`src/rtl/control_unit.sv`:
```
// K&S processor sequencing FSM: FETCH -> DECODE -> execute state; HALT parks the core until rst.
// Optional feature: define INSTR_COUNT_EN to add the instr_count[15:0] retired-instruction counter.
package k_and_s_pkg;
  typedef enum logic [3:0] {
    I_NOP, I_LOAD, I_STORE, I_MOVE, I_ADD, I_SUB, I_AND, I_OR,
    I_BRANCH, I_BZERO, I_BNZERO, I_BNEG, I_BNNEG, I_BOV, I_BNOV, I_HALT
  } decoded_instruction_type;
endpackage

module control_unit
  import k_and_s_pkg::*;
#(
  parameter int unsigned MEM_WAIT_CYCLES = 1
) (
  input  logic                    clk,
  input  logic                    rst,
  input  decoded_instruction_type decoded_instruction,
  input  logic                    zero_op,
  input  logic                    neg_op,
  input  logic                    unsigned_overflow,
  input  logic                    signed_overflow,
  output logic                    branch,
  output logic                    pc_enable,
  output logic                    ir_enable,
  output logic                    addr_sel,
  output logic                    c_sel,
  output logic [1:0]              operation,
  output logic                    write_reg_enable,
  output logic                    flags_reg_enable,
  output logic                    ram_write_enable,
  output logic                    halt
`ifdef INSTR_COUNT_EN
  ,
  output logic [15:0]             instr_count
`endif
);

  typedef enum logic [2:0] {
    S_FETCH, S_DECODE, S_LOAD, S_STORE, S_ALU, S_MOVE, S_BR, S_HALT
  } state_t;

  state_t     state_q;
  logic [3:0] wait_cnt_q;
  logic [1:0] op_q;
  state_t     dec_state;
  logic [1:0] dec_op;
  logic       wait_done;
  logic       br_taken;
  logic       unused_uovf;

  assign unused_uovf = unsigned_overflow;
  assign wait_done   = (wait_cnt_q == 4'(MEM_WAIT_CYCLES));

  always_comb begin
    dec_state = S_FETCH;
    dec_op    = 2'b00;
    case (decoded_instruction)
      I_LOAD:  dec_state = S_LOAD;
      I_STORE: dec_state = S_STORE;
      I_MOVE:  dec_state = S_MOVE;
      I_ADD:   begin dec_state = S_ALU; dec_op = 2'b01; end
      I_SUB:   begin dec_state = S_ALU; dec_op = 2'b10; end
      I_AND:   begin dec_state = S_ALU; dec_op = 2'b11; end
      I_OR:    begin dec_state = S_ALU; dec_op = 2'b00; end
      I_BRANCH, I_BZERO, I_BNZERO, I_BNEG,
      I_BNNEG, I_BOV, I_BNOV:  dec_state = S_BR;
      I_HALT:  dec_state = S_HALT;
      default: dec_state = S_FETCH;
    endcase
  end

  always_comb begin
    br_taken = 1'b0;
    case (decoded_instruction)
      I_BRANCH: br_taken = 1'b1;
      I_BZERO:  br_taken = zero_op;
      I_BNZERO: br_taken = ~zero_op;
      I_BNEG:   br_taken = neg_op;
      I_BNNEG:  br_taken = ~neg_op;
      I_BOV:    br_taken = signed_overflow;
      I_BNOV:   br_taken = ~signed_overflow;
      default:  br_taken = 1'b0;
    endcase
  end

  // ALU opcode is latched in DECODE so the enum need not stay valid during ALU.
  always_ff @(posedge clk) begin
    if (rst) begin
      state_q    <= S_FETCH;
      wait_cnt_q <= '0;
      op_q       <= '0;
    end else begin
      case (state_q)
        S_FETCH: begin
          if (wait_done) begin
            state_q    <= S_DECODE;
            wait_cnt_q <= '0;
          end else begin
            wait_cnt_q <= wait_cnt_q + 4'd1;
          end
        end
        S_DECODE: begin
          state_q    <= dec_state;
          op_q       <= dec_op;
          wait_cnt_q <= '0;
        end
        S_LOAD: begin
          if (wait_done) begin
            state_q    <= S_FETCH;
            wait_cnt_q <= '0;
          end else begin
            wait_cnt_q <= wait_cnt_q + 4'd1;
          end
        end
        S_STORE, S_ALU, S_MOVE, S_BR: begin
          state_q    <= S_FETCH;
          wait_cnt_q <= '0;
        end
        default: state_q <= S_HALT;
      endcase
    end
  end

  always_comb begin
    branch           = 1'b0;
    pc_enable        = 1'b0;
    ir_enable        = 1'b0;
    addr_sel         = 1'b0;
    c_sel            = 1'b0;
    operation        = 2'b00;
    write_reg_enable = 1'b0;
    flags_reg_enable = 1'b0;
    ram_write_enable = 1'b0;
    halt             = 1'b0;
    case (state_q)
      S_FETCH: begin
        ir_enable = wait_done;
        pc_enable = wait_done;
      end
      S_LOAD: begin
        addr_sel         = 1'b1;
        write_reg_enable = wait_done;
      end
      S_STORE: begin
        addr_sel         = 1'b1;
        ram_write_enable = 1'b1;
      end
      S_ALU: begin
        operation        = op_q;
        c_sel            = 1'b1;
        write_reg_enable = 1'b1;
        flags_reg_enable = 1'b1;
      end
      S_MOVE: begin
        c_sel            = 1'b1;
        write_reg_enable = 1'b1;
      end
      S_BR: begin
        branch    = br_taken;
        pc_enable = br_taken;
      end
      S_HALT:  halt = 1'b1;
      default: halt = 1'b0;
    endcase
  end

`ifdef INSTR_COUNT_EN
  logic [15:0] icnt_q;
  logic        retire;

  always_comb begin
    retire = 1'b0;
    case (state_q)
      S_DECODE:                     retire = (dec_state == S_FETCH);
      S_LOAD:                       retire = wait_done;
      S_STORE, S_ALU, S_MOVE, S_BR: retire = 1'b1;
      default:                      retire = 1'b0;
    endcase
  end

  always_ff @(posedge clk) begin
    if (rst)         icnt_q <= '0;
    else if (retire) icnt_q <= icnt_q + 16'd1;
  end

  assign instr_count = icnt_q;
`endif

  a_one_strobe: assert property (@(posedge clk) disable iff (rst)
    $onehot0({ir_enable, write_reg_enable, ram_write_enable}));

endmodule

```
`config.mk`:
```
export PLATFORM = sky130hd
export DESIGN_NAME = control_unit
export DESIGN_NICKNAME = d
export VERILOG_FILES = /design/src/rtl/control_unit.sv
export SDC_FILE = /design/constraint.sdc
export NUM_CORES = 1
export LEC_CHECK = 0
export BUFFER_PORTS_ARGS = -buffer_cell sky130_fd_sc_hd__buf_2
export CELL_PAD_IN_SITES_DETAIL_PLACEMENT = 1
export CELL_PAD_IN_SITES_GLOBAL_PLACEMENT = 1
export CORE_UTILIZATION = 33
export CTS_BUF_LIST = sky130_fd_sc_hd__clkbuf_8
export DETAILED_ROUTE_END_ITERATION = 7
export PLACE_DENSITY_LB_ADDON = 0.1
export SYNTH_ARGS = -nofsm -noshare
export SYNTH_HDL_FRONTEND = slang
export SYNTH_SLANG_ARGS = --single-unit
```
`constraint.sdc`:
```
create_clock -name clk -period 1.78 [get_ports clk]
set_input_delay 0.356 -clock clk [delete_from_list [all_inputs] [get_ports clk]]
set_output_delay 0.356 -clock clk [all_outputs]
set_load 0.01 [all_outputs]
```
==> tab_implementation.tex <==
\begin{tabular}{lr}
\hline
Metric & Value \\
\hline
\multicolumn{2}{l}{\textbf{Power}} \\
Net switching power of the design & between 400 and 500 uW \\
Final Power & 1170 uW \\
Power density of the placed cells & 1290 mW/mm\^{}2 \\
Share of total power consumed by net switching & between 30\% and 40\% \\
Comb power frac & 55.0\% \\
Leakage power & between 0.0004 and 0.0005 uW \\
Worst IR drop on VDD & between 0.6 and 0.7 mV \\
Internal power consumption & between 700 and 800 uW \\
Reg power frac & about a quarter \\
Clock power share & 20.4\% \\
\multicolumn{2}{l}{\textbf{Placement}} \\
Count of port buffers added during placement & 19 \\
DP Wirelength & 1.37 mm \\
Worst setup timing slack at the placement stage & -0.0570 ns \\
Routability Congestion & 0.691 \\
\multicolumn{2}{l}{\textbf{Finish}} \\
Share of layout cells above drive strength 1 & roughly 40\% \\
Number of filler cells placed in the layout & 232 \\
Most common cell after layout, fill and taps aside & buf\_2 \\
Top library cells by usage in the layout, fill and taps aside & buf\_2, buf\_4, nor2\_1 \\
Relative area change from synthesis to final layout & 39.2\% \\
Number of antenna repair diodes & 0 \\
Count of nets after finishing & between 100 and 150 \\
\multicolumn{2}{l}{\textbf{Floorplan}} \\
Floorplan Core Area & between 0.0015 and 0.002 sq mm \\
Die area & 0.00215 sq mm \\
Starting density of the core & between 30 and 40\% \\
Number of I/O pins & 21 \\
Die height & about 46 microns \\
Rows & 15 \\
Die span in x & approximately 46 microns \\
\multicolumn{2}{l}{\textbf{Job}} \\
Max\_cap viols & 0 \\
\multicolumn{2}{l}{\textbf{Setup path}} \\
Largest fanout on the critical path & 3 \\
Class of the most critical setup path & reg -> out \\
Required time of the critical path & $\sim$1.4 ns \\
Length in cells of the worst reg-to-reg path & 9 \\
Critical path arrival & between 1.5 and 2 ns \\
Type of destination of the critical path & output pin \\
CP max stage cell & or3b\_4 \\
Startpoint type of the worst setup path & flip-flop \\
CP delay by family, top & simple AND/OR/NAND/NOR gates \\
Critical Path Max Stage Delay & 0.37 ns \\
CP Cell Sequence & inv\_2 > ha\_4 > or3b\_4 > or3\_4 > nand2b\_1 > buf\_2 \\
Buffers and inverters on the worst path & 2 \\
Logic depth of the worst setup path including buffers & 6 \\
\multicolumn{2}{l}{\textbf{Detailed routing}} \\
Routed via count & 718 \\
Average wire length per cell after detail routing & around 13 microns \\
Number of iterations in the first detailed-routing pass & 2 \\
Remaining number of nets flagged by the antenna check after routing & 0 \\
Starting DRT DRC Count & 6 \\
DRC & 0 \\
Met1 layer wirelength in the final routing & roughly 840 microns \\
Metal2 WL & between 800 and 900 microns \\
Via/cell ratio & 5.13 \\
WL met3 & $\sim$65 microns \\
Wirelength, routed & 1.82 mm \\
Top routing layer in use & met4 \\
\multicolumn{2}{l}{\textbf{Timing}} \\
Setup repair after global routing missed its margin & true \\
Minimum period implied by the final worst setup slack & 2.02 ns \\
Period Utilization, post-route & 113\% \\
Upper clock frequency limit & approximately 0.50 GHz \\
Number of max-slew violations in the final report & 0 \\
Setup clock skew after layout & 0.00470 ns \\
Slew @ Worst Pin & about 0.32 ns \\
Hold Fails Final Rpt & 0 \\
Post-route worst setup slack & -0.237 ns \\
Finish-stage setup viols & 4 \\
Slew headroom & between 70\% and 80\% \\
\multicolumn{2}{l}{\textbf{Synthesis}} \\
Commonest register cell after synthesis & dfxtp\_1 \\
Post-synth EDFFs & 0 \\
Seq cells post-synth & 9 \\
Synthesized cell area & around 650 sq um \\
Ys Warns & 0 \\
Share of async-settable or async-resettable flops after synthesis & 0\% \\
Fraction of the yosys area taken by sequential cells & between 20 and 30\% \\
Avg Inst Size Synth & between 7 and 8 sq um \\
Post-synth cell types & 33 \\
Gate count after technology mapping & 84 \\
Net count of the mapped netlist & between 90 and 100 \\
\multicolumn{2}{l}{\textbf{Status}} \\
Outcome & finished with violations \\
Failing checks & setup timing \\
\multicolumn{2}{l}{\textbf{CTS}} \\
Number of buffers added by the clock tree synthesis step & 3 \\
Insertion delay of the later-clocked pin in the worst-skew pair & between 0.2 and 0.25 ns \\
Buffer depth of the longest clock path & 2 \\
Clock input transition at the sequential cells of the worst setup and hold paths & $\sim$0.05 ns \\
Post-cts hold buffer count & 0 \\
Cell chosen for the clock root & clkbuf\_8 \\
Total number of H-tree levels & 1 \\
Clock tree from TritonCTS & built \\
Clock sink count & 9 \\
\multicolumn{2}{l}{\textbf{Min path}} \\
HP Class & in -> reg \\
Worst Hold Depth & 2 \\
\multicolumn{2}{l}{\textbf{GRT}} \\
Largest net degree at the start of global routing & 11 \\
Global Route Usage Sum & 19.7\% \\
Number of global-route vias before repair & 684 \\
Global-route wire length before repair & 2.95 mm \\
Initial antenna violation count & 0 \\
Congestion Overflow GR & 0 \\
\hline
\end{tabular}
-- metrics by stage --
step | utilization (%) | setup TNS, ns | std cells | hold WS, ns | instance area (sq um)
after floorplan | - | 0 | 84 | 0.448 | 651
after global placement | 45.3 | -0.0113 | 132 | 0.475 | 808
after detailed placement | 45.3 | -0.0905 | 132 | 0.489 | 808
after CTS | 50.4 | -0.641 | 139 | 0.415 | 898
after global routing | 50.8 | -0.846 | 140 | 0.428 | 906
final | 50.8 | -0.633 | 140 | 0.405 | 906
-- repair_timing --
action / CTS / global route
pin swaps: 2 / 1
hold endpoints to repair: 0 / 0
resized for setup: 8 / 1
cloned: 0 / 0
setup buffers: 3 / 2
endpoints found under the setup margin: 3 / 4
-- cell type report --
class,count,area [sq um],area share [%]
clock buffers,3,41.3,4.56
multi-input cells,64,428,47.2
well taps,25,31.3,3.45
flip-flops and latches,9,183,20.2
repair buffers,32,196,21.7
inverters,6,22.5,2.49
clock inverters,1,3.75,0.414
-- worst paths after layout --
check | slack [ns] | start | to
worst max-delay path | -0.24 | wait_cnt_q[1] | pc_enable
worst min-delay path | 0.40 | rst | wait_cnt_q[0]
worst max register to register | -0.02 | wait_cnt_q[1] | state_q[1]
worst min register to register | 0.49 | op_q[1] | op_q[1]
-- power by group through the flow --
stage	Clock (uW)	Sequential, uW	Combinational [uW]
after global routing	256	293	710
after global placement	0	274	533
after detailed placement	0	279	550
after CTS	239	287	630
after floorplan	0	288	339
final	238	287	642
-- Yosys cell counts, types with 2 or more instances --
library cell	n	area, sq um
a21oi_1	5	25.0
a31oi_1	3	18.8
and3_1	3	18.8
buf_2	2	10.0
buf_6	2	22.5
dfxtp_1	9	180
ha_1	2	25.0
inv_1	6	22.5
nand2_1	7	26.3
nand3_1	2	10.0
nand4_1	2	12.5
nor2_1	8	30.0
nor2b_1	3	18.8
nor3_1	2	10.0
nor4b_1	3	26.3
nor4bb_1	2	20.0
o21ai_0	6	30.0
or3b_4	2	22.5
-- layer usage --
layer	vias to the layer above	track usage, %
met2	17	33.1
met4	0	8.24
li1	362	-
met5	-	0
met1	337	23.2
met3	2	5.10
-- state kept, by name (all words and copies together) (netlist names) --
| signal | flops |
|---|---|
| state_q | 3 |
| op_q | 2 |
| wait_cnt_q | 4 |
-- kinds of logic after synthesis --
logic type	count (synthesis)	share of synthesized area (%)
AO/OA/AOI/OAI	19	17.3
XOR/XNOR	1	1.35
adder cells (fa/ha/maj)	2	3.85
buffers and inverters	11	9.04
flip-flops	9	27.7
AND/OR/NAND/NOR	42	40.8
Note: power is estimated with default switching activity, not from simulation.
